--- src/rtl/reg_file_if.sv ---
// Register file access bundle: write port (data, index, enable, stall),
// two read indices, two read data words and the written-since-reset bitmap.
interface reg_file_if #(
  parameter int WIDTH  = 8,
  parameter int DEPTH  = 8,
  parameter int ADDR_W = 3
);
  logic [WIDTH-1:0]  in;
  logic [ADDR_W-1:0] inaddress;
  logic              write;
  logic              busywait;
  logic [ADDR_W-1:0] out1address;
  logic [ADDR_W-1:0] out2address;
  logic [WIDTH-1:0]  regout1;
  logic [WIDTH-1:0]  regout2;
  logic [DEPTH-1:0]  written;

  modport master (
    output in, inaddress, write, busywait,
    output out1address, out2address,
    input  regout1, regout2, written
  );

  modport slave (
    input  in, inaddress, write, busywait,
    input  out1address, out2address,
    output regout1, regout2, written
  );
endinterface

--- src/rtl/reg_file.sv ---
// Architectural register file: two combinational read ports, one clocked
// write port stalled by busywait, async active-high rst clears all state.
// Ports: clk, rst, bus (reg_file_if.slave: in/inaddress/write/busywait,
// out1address/out2address -> regout1/regout2, written sticky bitmap).
// Optional write-through forwarding: define REG_FILE_BYPASS_EN.
module reg_file #(
  parameter int WIDTH  = 8,
  parameter int DEPTH  = 8,
  parameter int ADDR_W = 3
) (
  input logic        clk,
  input logic        rst,
  reg_file_if.slave  bus
);

  localparam logic [ADDR_W:0] DEPTH_C = DEPTH[ADDR_W:0];

  logic [WIDTH-1:0] regs [DEPTH];
  logic [DEPTH-1:0] written_q;
  logic             wr_ok;
  logic             in_rng;
  logic             rd1_rng;
  logic             rd2_rng;

  assign in_rng  = {1'b0, bus.inaddress}   < DEPTH_C;
  assign rd1_rng = {1'b0, bus.out1address} < DEPTH_C;
  assign rd2_rng = {1'b0, bus.out2address} < DEPTH_C;

  // Single qualified enable shared by the array and the forwarding path.
  assign wr_ok = bus.write & ~bus.busywait & ~rst & in_rng;

  always_ff @(posedge clk or posedge rst) begin
    if (rst) begin
      regs      <= '{default: '0};
      written_q <= '0;
    end else if (wr_ok) begin
      regs[bus.inaddress]      <= bus.in;
      written_q[bus.inaddress] <= 1'b1;
    end
  end

  always_comb begin
    bus.regout1 = '0;
    bus.regout2 = '0;
    if (rd1_rng) bus.regout1 = regs[bus.out1address];
    if (rd2_rng) bus.regout2 = regs[bus.out2address];
`ifdef REG_FILE_BYPASS_EN
    // wr_ok already implies an in-range target, so equality is enough.
    if (wr_ok && bus.out1address == bus.inaddress)
      bus.regout1 = bus.in;
    if (wr_ok && bus.out2address == bus.inaddress)
      bus.regout2 = bus.in;
`endif
  end

  assign bus.written = written_q;

endmodule

--- src/flat_wrapper.sv ---
// flat-port wrapper written by rule: the top's interface ports become plain ports
module reg_file_flat 
#(
  parameter int WIDTH  = 8,
  parameter int DEPTH  = 8,
  parameter int ADDR_W = 3
)
  (clk, rst, bus_in, bus_inaddress, bus_write, bus_busywait, bus_out1address, bus_out2address, bus_regout1, bus_regout2, bus_written);
  reg_file_if #(.WIDTH(WIDTH), .DEPTH(DEPTH), .ADDR_W(ADDR_W)) bus_i ();
  input logic clk;
  input logic rst;
  input wire logic [$bits(bus_i.in)-1:0] bus_in;
  input wire logic [$bits(bus_i.inaddress)-1:0] bus_inaddress;
  input wire logic [$bits(bus_i.write)-1:0] bus_write;
  input wire logic [$bits(bus_i.busywait)-1:0] bus_busywait;
  input wire logic [$bits(bus_i.out1address)-1:0] bus_out1address;
  input wire logic [$bits(bus_i.out2address)-1:0] bus_out2address;
  output wire logic [$bits(bus_i.regout1)-1:0] bus_regout1;
  output wire logic [$bits(bus_i.regout2)-1:0] bus_regout2;
  output wire logic [$bits(bus_i.written)-1:0] bus_written;
  assign bus_i.in = bus_in;
  assign bus_i.inaddress = bus_inaddress;
  assign bus_i.write = bus_write;
  assign bus_i.busywait = bus_busywait;
  assign bus_i.out1address = bus_out1address;
  assign bus_i.out2address = bus_out2address;
  assign bus_regout1 = bus_i.regout1;
  assign bus_regout2 = bus_i.regout2;
  assign bus_written = bus_i.written;
  reg_file #(.WIDTH(WIDTH), .DEPTH(DEPTH), .ADDR_W(ADDR_W)) u_core (.clk(clk), .rst(rst), .bus(bus_i));
endmodule
--- config.mk ---
export PLATFORM = sky130hd
export DESIGN_NAME = reg_file_flat
export DESIGN_NICKNAME = d
export VERILOG_FILES = /design/src/rtl/reg_file_if.sv /design/src/rtl/reg_file.sv /design/src/flat_wrapper.sv
export SDC_FILE = /design/constraint.sdc
export NUM_CORES = 1
export LEC_CHECK = 0
export ABC_AREA = 1
export CORE_MARGIN = 1
export CORE_UTILIZATION = 57
export DETAILED_ROUTE_END_ITERATION = 12
export PLACE_DENSITY_LB_ADDON = 0.08
export SLEW_MARGIN = 5
export SYNTH_ARGS = -nofsm -noshare
export SYNTH_HDL_FRONTEND = slang
export SYNTH_SLANG_ARGS = --single-unit
--- constraint.sdc ---
create_clock -name clk -period 1.6 [get_ports clk]
set_clock_uncertainty 0.2 [all_clocks]
set_input_delay 0.32 -clock clk [delete_from_list [all_inputs] [get_ports clk]]
set_output_delay 0.32 -clock clk [all_outputs]
set_load 0.005 [all_outputs]
==> summary.txt <==
STA
  – Final Hold Fails: 0
  – Slew headroom: 0.652
  – RSZ-0062 raised after global routing: yes
  – Max Slew Vio Count: 0
  – Worst slew pin tran: 522 ps
  – Final worst path period need: around 1800 ps
  – PnR worst setup slack: -243 ps
  – Hold slack final: between 200 and 250 ps
  – Max Freq: 543 MHz
  – Final period utilization: 1.15
  – Endpoints failing setup: 16

Route
  – WL/cell: about 16 um
  – Via/cell ratio: 5.35
  – DRC: 0
  – Initial DRC count: between 300 and 400
  – DRT antenna net count: 0
  – DRT Pass-1 Iters: 5
  – Via count: between 4,000 and 5,000
  – Final wirelength: around 13,000 um

Clocking
  – H-tree Lvls: 3
  – Sink Count: 72
  – Bufs on Longest Clock Path: 2
  – Clock slew at reported path FFs: roughly 80 ps
  – CTS tree: done
  – CTS root buf: clkbuf_8
  – TritonCTS Buffers: 9
  – Clk_lat worst skew: ~350 ps

Outcome
  – Status: finished with violations
  – Failing checks: negative setup slack

Power and ir drop
  – Net Switching: between 1.5 and 2 mW
  – Clk pwr share: 0.246
  – Worst vdd ir: about 0.69 mV
  – Seq pwr share: 0.434
  – Comb pwr share: 0.321
  – LEAKAGE: ~3.1 nW
  – Int Pwr: roughly 3.4 mW
  – Sw frac: 0.360
  – PD cells: between 900 and 1000 mW/mm2
  – Total power: between 5 and 6 mW

Logic synthesis
  – Synth Register Bits: between 70 and 80
  – Syn Std Cell Area: ~0.0042 mm2
  – Post-Synthesis Cells: 622
  – Syn Nets: 643
  – YS warnings: 0
  – Sequential area share after synthesis: 0.425
  – Syn_area_per_cell: about 6.8 um2
  – Distinct cells, synth: 14

Worst setup path
  – Critical Path Max Stage Delay: 400 ps
  – Worst path slowest cell: dfrtp_1
  – Crit path DAT: 1320 ps
  – Critical path endpoint category: output pin
  – Worst path cell trace: inv_1 > nand2_1 > nand3_2 > nand2_1 > nand2_2 > nand2_1 > buf_2
  – Most frequent CP cell: nand2_1
  – Req. time, crit path: around 1100 ps
  – CP Launch Type: flop
  – Crit path max fanout: 2
  – Worst Setup Path Type: reg -> out

Finish
  – P&R area growth vs syn: 30.4%
  – # diodes: 0
  – Layout cells sized above 1: 0.310
  – Multi-input gate area: between 0.002 and 0.0025 mm2
  – Filler cells: around 570
  – Register area: about 0.0018 mm2
  – Fin nets: around 740
  – Design area: 0.00552 mm2

Floorplan
  – Initial Util: 0.587
  – DIE WIDTH: between 80 and 90 um
  – I/O pin count: 45
  – Die area: between 0.007 and 0.008 mm2
  – # rows: 31
  – Core Area: just over 0.007 mm2
  – Die height: 88.2 um

Job
  – Max-Cap Viols: 0

Global route
  – Initial antenna violation count: 0
  – Total gr overflow: 0
  – First-pass GRT wire length: between 15,000 and 20,000 um
  – Vias in the first global route: just under 4,000
  – Largest net degree at the start of global routing: 42
  – Gr usage total: 0.342

Placed design
  – Port Buf Inserts: 44
  – DP Worst Slack: -867 ps
  – Post-DP HPWL: approximately 8800 um
  – Gpl congestion: between 0.9 and 1
  – DP Area: approximately 0.0050 mm2

Hold path
  – Hold crit path type: in -> async
path summary, 6_finish.rpt:
check	from	endpoint	slack, ps	depth (start not counted)
min reg2reg	u_core.bus.written[2]$_DFFE_PP0P_	u_core.bus.written[2]$_DFFE_PP0P_	260	2
max	u_core.regs[55]$_DFFE_PP0P_	bus_regout1[7]	-240	7
max reg2reg	u_core.regs[41]$_DFFE_PP0P_	u_core.regs[41]$_DFFE_PP0P_	370	5
min	rst	u_core.regs[53]$_DFFE_PP0P_	210	4
min in group clk	u_core.bus.written[2]$_DFFE_PP0P_	u_core.bus.written[2]$_DFFE_PP0P_	260	2
max in group asynchronous	rst	u_core.regs[24]$_DFFE_PP0P_	590	4
critical path, delay by kind of cell (launching register included):
kind | cells | cell delay [ps]
DFF | 1 | 400
and+or+nand+nor | 5 | 350
buffers and inverters | 2 | 210
through the flow:
stage	TNS, ps	util	instances
3_3_place_gp	-41040	0.693	778
4_1_cts	-2840	0.732	811
2_1_floorplan	0	-	622
6_report	-3100	0.766	825
3_5_place_dp	-44750	0.693	778
5_1_grt	-3890	0.766	825
routing by layer:
layer | vias up | part of all wire | global-route usage
met1 | 2076 | 0.43 | 0.476
met2 | 206 | 0.48 | 0.543
li1 | 2100 | - | -
met4 | 0 | 0.021 | 0.129
met3 | 28 | 0.068 | 0.0541
met5 | - | 0 | 0
Yosys cell counts:
library cell	number	area share
clkbuf_1	6	0.0053
nand2_1	284	0.25
nor2_1	8	0.0071
nand3_1	64	0.076
nor2_8	1	0.0047
o21ai_1	51	0.060
o21ai_2	13	0.027
inv_1	89	0.079
buf_1	2	0.0018
buf_6	8	0.021
inv_2	1	0.00089
dfrtp_1	72	0.43
buf_2	14	0.017
nand2_4	9	0.024
registers in the layout, summed over array words and instances (netlist names):
signal,flops
u_core.regs,64
u_core.bus.written,8
what timing repair did:
item                                    CTS  global route
buffers inserted                         16            14
cloned                                    1             0
resized for setup                       127            68
pin swaps                                51            51
hold buffers                              0             0
endpoints found under the setup margin   84            16
hold endpoints to repair                  0             0
placed cells by master (no fill, tap or decap), drive strengths merged:
cell type	synthesis	routed
buf	24	90
dlygate4sd2	0	12
clkinvlp	0	2
nor2	9	9
clkbuf	6	9
clkinv	0	4
nand2	293	293
o21ai	64	64
dfrtp	72	72
clkdlybuf4s50	0	13
inv	90	91
nand3	64	64
clkdlybuf4s15	0	3
kinds of logic (layout without fill, tap and decap cells):
family	count (synthesis)	in the layout	share of synthesized area
AO/OA/AOI/OAI	64	64	0.0871
buffers and inverters	120	224	0.125
flip-flops	72	72	0.425
AND/OR/NAND/NOR	366	366	0.363
power by group through the flow:
stage,clock network [mW],registers [mW],logic [mW]
floorplan,0,2.27,0.917
global placement,0,2.30,1.42
detailed placement,0,2.32,1.45
CTS,1.32,2.29,1.51
global route,1.39,2.35,1.91
finish,1.32,2.33,1.72
layout make-up:
class,count,area share
flip-flops and latches,72,0.326
clock buffers,9,0.0224
multi-input cells,430,0.370
repair buffers,118,0.186
clock inverters,7,0.00861
well taps,99,0.0224
inverters,90,0.0639
Note: power is estimated with default switching activity, not from simulation.
